File: config.mk
export PLATFORM = sky130hd
export DESIGN_NAME = bt_cmd_ctrl
export DESIGN_NICKNAME = d
export VERILOG_FILES = /design/src/rtl/bt_pkg.sv /design/src/rtl/uart_rx.sv /design/src/rtl/bt_cmd_ctrl.sv
export SDC_FILE = /design/constraint.sdc
export NUM_CORES = 1
export LEC_CHECK = 0
export CAP_MARGIN = 25
export CORE_MARGIN = 2
export CORE_UTILIZATION = 60
export CTS_CLUSTER_DIAMETER = 200
export DETAILED_ROUTE_END_ITERATION = 8
export GPL_TIMING_DRIVEN = 1
export PLACE_DENSITY_LB_ADDON = 0.12
export SYNTH_ARGS = -nofsm -noshare
export SYNTH_HDL_FRONTEND = slang
export SYNTH_SLANG_ARGS = --single-unit
export TNS_END_PERCENT = 5
File: constraint.sdc
create_clock -name clk -period 3.35 [get_ports clk]
set_clock_uncertainty 0.2 [all_clocks]
set_input_delay 0.67 -clock clk [delete_from_list [all_inputs] [get_ports clk]]
set_output_delay 0.67 -clock clk [all_outputs]
set_load 0.02 [all_outputs]
File: src/rtl/bt_pkg.sv
// bt_pkg: opcodes, FSM encodings and the volume-expansion rule shared by bt_cmd_ctrl and uart_rx.
package bt_pkg;

    localparam logic [7:0] OP_PAUSE    = 8'h01;
    localparam logic [7:0] OP_NEXT     = 8'h02;
    localparam logic [7:0] OP_PREV     = 8'h03;
    localparam logic [7:0] OP_VOL_UP   = 8'h04;
    localparam logic [7:0] OP_VOL_DN   = 8'h05;
    localparam logic [7:0] OP_MUTE     = 8'h06;
    localparam logic [7:0] OP_LOOP     = 8'h07;
    localparam logic [7:0] OP_SET_SONG = 8'h08;
    localparam logic [7:0] OP_SET_VOL  = 8'h09;

    typedef enum logic {IDLE, WAIT_ARG} cmd_state_t;
    typedef enum logic [1:0] {RX_IDLE, RX_START, RX_DATA, RX_STOP} rx_state_t;

    // Argument byte fills the top 8 bits; the low bits replicate arg[0] so 0xFF maps to full scale.
    function automatic logic [31:0] vol_expand(input logic [7:0] arg, input int vol_w);
        return {arg, {24{arg[0]}}} >> (32 - vol_w);
    endfunction

endpackage

File: src/rtl/uart_rx.sv
// uart_rx: 8N1 receiver; samples each bit mid-period and pulses rx_done for one cycle per valid byte.
module uart_rx
    import bt_pkg::*;
#(
    parameter int CLK_FREQ = 100_000_000,
    parameter int BAUD     = 9600
) (
    input  logic       clk,
    input  logic       rst,
    input  logic       rx,
    output logic       rx_done,
    output logic [7:0] rx_data
);

    localparam int CPB = CLK_FREQ / BAUD;
    localparam int CW  = $clog2(CPB) + 1;

    rx_state_t     state, state_n;
    logic [1:0]    sync;
    logic [CW-1:0] cnt, cnt_n;
    logic [2:0]    idx, idx_n;
    logic [7:0]    data_n;
    logic          done_n;
    logic          rxs;

    assign rxs = sync[1];

    always_ff @(posedge clk) begin
        if (rst) begin
            sync    <= 2'b11;
            state   <= RX_IDLE;
            cnt     <= '0;
            idx     <= '0;
            rx_data <= '0;
            rx_done <= 1'b0;
        end else begin
            sync    <= {sync[0], rx};
            state   <= state_n;
            cnt     <= cnt_n;
            idx     <= idx_n;
            rx_data <= data_n;
            rx_done <= done_n;
        end
    end

    always_comb begin
        state_n = state;
        cnt_n   = cnt + 1'b1;
        idx_n   = idx;
        data_n  = rx_data;
        done_n  = 1'b0;
        case (state)
            RX_IDLE: begin
                cnt_n = '0;
                if (!rxs) state_n = RX_START;
            end
            RX_START: if (cnt == CW'(CPB / 2 - 1)) begin
                cnt_n   = '0;
                idx_n   = '0;
                state_n = rxs ? RX_IDLE : RX_DATA;
            end
            RX_DATA: if (cnt == CW'(CPB - 1)) begin
                cnt_n  = '0;
                data_n = {rxs, rx_data[7:1]};
                idx_n  = idx + 1'b1;
                if (idx == 3'd7) state_n = RX_STOP;
            end
            RX_STOP: if (cnt == CW'(CPB - 1)) begin
                cnt_n   = '0;
                state_n = RX_IDLE;
                done_n  = rxs;
            end
        endcase
    end

endmodule

File: src/rtl/bt_cmd_ctrl.sv
// bt_cmd_ctrl: decodes UART command bytes into player state (track, volume, pause/mute/loop).
module bt_cmd_ctrl
    import bt_pkg::*;
#(
    parameter int CLK_FREQ    = 100_000_000,
    parameter int BAUD        = 9600,
    parameter int NUM_SONGS   = 4,
    parameter int VOL_W       = 16,
    parameter int VOL_STEP    = 4079,
    parameter int ARG_TIMEOUT = 1_000_000,
    localparam int SONG_W     = $clog2(NUM_SONGS)
) (
    input  logic              clk,
    input  logic              rst,
    input  logic              rx,
    input  logic              i_finish,
    output logic [VOL_W-1:0]  o_vol,
    output logic [SONG_W-1:0] o_song,
    output logic              o_pause,
    output logic              o_mute,
    output logic              o_loop,
    output logic              o_song_change,
    output logic              o_cmd_err
);

    localparam int TW = $clog2(ARG_TIMEOUT + 1);
    localparam logic [VOL_W-1:0] VOL_MAX = '1;

    cmd_state_t        state, state_n;
    logic [TW-1:0]     tcnt, tcnt_n;
    logic              arg_vol, arg_vol_n;
    logic [VOL_W-1:0]  vol, vol_n;
    logic [SONG_W-1:0] song_n, song_nxt;
    logic              pause_n, mute_n, loop_n, chg_n, err_n, song_cmd;
    logic [VOL_W:0]    vol_up;
    logic              rx_done;
    logic [7:0]        rx_data;

    uart_rx #(.CLK_FREQ(CLK_FREQ), .BAUD(BAUD)) u_rx (
        .clk     (clk),
        .rst     (rst),
        .rx      (rx),
        .rx_done (rx_done),
        .rx_data (rx_data)
    );

    assign o_vol    = o_mute ? '0 : vol;
    assign vol_up   = {1'b0, vol} + (VOL_W + 1)'(VOL_STEP);
    assign song_nxt = (o_song == SONG_W'(NUM_SONGS - 1)) ? '0 : o_song + 1'b1;

    always_ff @(posedge clk) begin
        if (rst) begin
            state         <= IDLE;
            tcnt          <= '0;
            arg_vol       <= 1'b0;
            vol           <= VOL_MAX;
            o_song        <= '0;
            o_pause       <= 1'b0;
            o_mute        <= 1'b0;
            o_loop        <= 1'b0;
            o_song_change <= 1'b0;
            o_cmd_err     <= 1'b0;
        end else begin
            state         <= state_n;
            tcnt          <= tcnt_n;
            arg_vol       <= arg_vol_n;
            vol           <= vol_n;
            o_song        <= song_n;
            o_pause       <= pause_n;
            o_mute        <= mute_n;
            o_loop        <= loop_n;
            o_song_change <= chg_n;
            o_cmd_err     <= err_n;
        end
    end

    always_comb begin
        state_n   = state;
        tcnt_n    = '0;
        arg_vol_n = arg_vol;
        vol_n     = vol;
        song_n    = o_song;
        pause_n   = o_pause;
        mute_n    = o_mute;
        loop_n    = o_loop;
        chg_n     = 1'b0;
        err_n     = 1'b0;
        song_cmd  = 1'b0;
        if (state == WAIT_ARG) begin
            tcnt_n = tcnt + 1'b1;
            if (rx_done) begin
                state_n = IDLE;
                if (arg_vol) begin
                    vol_n  = VOL_W'(vol_expand(rx_data, VOL_W));
                    mute_n = 1'b0;
                end else if ({24'd0, rx_data} < 32'(NUM_SONGS)) begin
                    song_n   = SONG_W'(rx_data);
                    song_cmd = 1'b1;
                end else begin
                    err_n = 1'b1;
                end
            end else if (tcnt == TW'(ARG_TIMEOUT)) begin
                state_n = IDLE;
                err_n   = 1'b1;
            end
        end else if (rx_done) begin
            case (rx_data)
                OP_PAUSE:  pause_n = !o_pause;
                OP_NEXT: begin
                    song_n   = song_nxt;
                    song_cmd = 1'b1;
                end
                OP_PREV: begin
                    song_n   = (o_song == '0) ? SONG_W'(NUM_SONGS - 1) : o_song - 1'b1;
                    song_cmd = 1'b1;
                end
                OP_VOL_UP: begin
                    vol_n  = vol_up[VOL_W] ? VOL_MAX : vol_up[VOL_W-1:0];
                    mute_n = 1'b0;
                end
                OP_VOL_DN: begin
                    vol_n  = (vol < VOL_W'(VOL_STEP)) ? '0 : vol - VOL_W'(VOL_STEP);
                    mute_n = 1'b0;
                end
                OP_MUTE:   mute_n = !o_mute;
                OP_LOOP:   loop_n = !o_loop;
                OP_SET_SONG, OP_SET_VOL: begin
                    state_n   = WAIT_ARG;
                    arg_vol_n = (rx_data == OP_SET_VOL);
                end
                default:   err_n = 1'b1;
            endcase
        end
        // A track-changing command overrides a coincident finish.
        if (song_cmd) begin
            chg_n   = 1'b1;
            pause_n = 1'b0;
        end else if (i_finish && !o_pause) begin
            chg_n = 1'b1;
            if (!o_loop) song_n = song_nxt;
        end
    end

endmodule
==> qor.txt <==
IO Port Bufs: 26
Inst Count DP: 672
switching share of power: 27.8%
LEAKAGE: 0.00175 uW
final critical-path required period: 2.77 ns
Core Rows: 32
vias in the first global route: 3881
Worst R2R End: vol[5]
Die X: 92.1 um
CTS max path bufs: 2
first-pass GRT wire length: 18900 um
cts bufs inserted: 9
peak supply drop: 290 uV
Hold Path Depth: 1
Slowest-stage cell, CP: dfxtp_1
fraction of layout instances using a drive strength above 1: 7.17%
dpl hpwl: 7720 um
Max Used Layer: met4
part of the cycle the worst path needs: 82.6%
Seq cells post-synth: 76
WL met3: 726 um
Initial Util: 61.2%
Hold Crit Endpoint: u_rx.sync[1]
WS Path Type: reg -> out
core area: 7610 sq um
root buffer cell: clkbuf_8
Top FF cell, synth: dfxtp_1
r2r setup slk: 0.67 ns
CP max stage delay: 0.69 ns
Routed Antenna Nets: 0
Slew HR: 40.4%
met1 WL: 5100 um
outcome: completed
DRC Markers: 0
CP arrival: 1.90 ns
Non-Filler Instances: 688
via count: 4285
final setup vio count: 0
DR vias/cell: 6.23
full die area: 8480 sq um
RSZ-0062 raised after global routing: false
Mapped Area: 4650 sq um
cell with the most instances after synthesis: nor2_1
sequential element share of the synthesized area: 32.7%
die height: 92.1 um
Hold Crit Class: reg -> reg
largest net degree at the start of global routing: 30
post-CTS sizing: 0
Syn Inst Count: 576
remaining global-route overflow: 0
P_int: 1240 uW
Post-synth top cells: nor2_1, dfxtp_1, nand2_1, clkbuf_1, a21oi_1
NumNets Final: 599
DR pass1 iterations: 6
Initial DRC Count: 293
Worst-path clk slew: 0.09 ns
clk_lat worst skew: 0.38 ns
Flop pwr share: 53.4%
area growth from synthesis to layout: 10.0%
Fin. Hold Viols: 0
Pwr Density: 335 nW/um^2
NetSw: 477 uW
syn_nets: 594
setup_tns: 0 ns
total of max-cap violations: 0
Area contributors post-synth: dfxtp_1, nor2_1, xor2_1, ha_1, xnor2_1
async set or reset register ratio after synthesis: 0%
CP Cell Sequence: nor2b_1 -> clkdlybuf4s50_1
FF-to-FF path depth: 7
# hold bufs at CTS: 0
CP Data Required Time: 2.48 ns
crit start category: flop
library cells used by synthesis: 73
Routed WL: 11100 um
Post-CTS Setup Inserts: 0
Comb pwr share: 4.2%
number of diodes: 0
H-tree depth: 3
routed length per placed instance: 16.2 um
Synth area leader: dfxtp_1
TritonCTS clock tree: built
gpl congestion: 0.946
share of the synthesized area in the top cell type: 32.7%
clock power share: 42.4%
worst-path fanout max: 15
launch point of the worst reg-to-reg path: vol[0]
total clock sinks: 76
worst-margin pin slew: 0.883 ns
crit path capture type: output port
initial antenna violation count: 0
Post-synth EDFFs: 0
All-Layer GR Usage: 27.4%
Max Clock Freq: 361 MHz
Hold Crit Start: u_rx.sync[0]
final slew viol count: 0
YS warnings: 0
met2 WL post-DR: 5110 um
syn avg cell area: 8.08 sq um
Top-Level Pins: 27
-- worst max path at each step --
| stage | from | endpoint | slack, ns | cells past startpoint |
|---|---|---|---|---|
| after floorplan | vol[0] | vol[5] | 0.83 | 9 |
| after global placement | rst | vol[1] | 0.76 | 6 |
| after detailed placement | vol[0] | vol[5] | 0.73 | 7 |
| after CTS | vol[4] | o_vol[4] | 0.56 | 2 |
| after global routing | vol[4] | o_vol[4] | 0.46 | 2 |
| final | vol[4] | o_vol[4] | 0.58 | 2 |
-- cell families after synthesis --
family	count (synthesis)	share of synthesized area (%)
simple gates	258	29.6
compound gates	115	17.8
flops	76	32.7
buf+inv	58	5.35
xor+xnor	42	7.91
fa+ha+maj	14	3.76
mux	13	2.85
-- sequential cells by signal, summed over array words and instances (netlist names), named ones only --
signal / cells
arg_vol: 1
o_cmd_err: 1
o_loop: 1
o_mute: 1
o_pause: 1
o_song: 2
o_song_change: 1
state: 1
tcnt: 20
u_rx.cnt: 15
u_rx.idx: 3
u_rx.rx_data: 8
u_rx.rx_done: 1
u_rx.state: 1
u_rx.sync: 2
vol: 16
-- critical path: cells and delay by family (launching register included) --
family                 cells  cell delay (ns)
and+or+nand+nor            1             0.22
buffers and inverters      1             0.62
DFF                        1             0.69
-- cell usage in the layout, fill, tap and decap left out, types with 6 or more instances in the layout --
| cell | n |
|---|---|
| and2_1 | 6 |
| buf_4 | 7 |
| or3_1 | 12 |
| o21ai_0 | 22 |
| and3_1 | 7 |
| nand2_1 | 37 |
| nor2_1 | 79 |
| ha_1 | 14 |
| nand2b_1 | 7 |
| a31oi_1 | 8 |
| nor3_1 | 10 |
| a21oi_1 | 24 |
| inv_1 | 18 |
| nor2b_1 | 14 |
| xnor2_1 | 19 |
| o31ai_1 | 6 |
| and4_1 | 6 |
| clkbuf_8 | 9 |
| clkdlybuf4s50_1 | 26 |
| mux2i_1 | 11 |
| o211ai_1 | 6 |
| nand3_1 | 19 |
| nand4_1 | 23 |
| nor4_1 | 9 |
| dfxtp_1 | 76 |
| xor2_1 | 23 |
-- stage by stage --
stage | power (uW) | instance area (sq um) | hold slack [ns] | setup slack [ns] | utilization [%]
after floorplan | 987 | 4650 | 0.189 | 0.826 | -
after global placement | 1010 | 4920 | 0.199 | 0.763 | 64.6
after detailed placement | 1010 | 4920 | 0.194 | 0.732 | 64.6
after CTS | 1730 | 5120 | 0.214 | 0.561 | 67.3
after global routing | 1770 | 5120 | 0.235 | 0.457 | 67.3
final | 1710 | 5120 | 0.214 | 0.584 | 67.3
-- final cells by class --
type	count	area, sq um
clock buffers	9	124
clock inverters	7	78.8
fillers	654	2490
inverters	19	71.3
multi-input cells	442	2880
flip-flops and latches	76	1520
well taps	102	128
repair buffers	33	313
-- power groups by stage --
stage	Combinational [uW]	Sequential [uW]	Clock (uW)
global route	81.1	917	772
CTS	73.0	916	738
detailed placement	72.8	937	0
global placement	70.7	936	0
finish	72.5	916	726
floorplan	48.3	938	0
-- routing by layer --
metal	track usage, %	up-vias
li1	-	2093
met1	37.3	2026
met2	42.8	144
met3	6.41	22
met4	9.58	0
met5	0	-
Power figures use the tool's default switching activity.
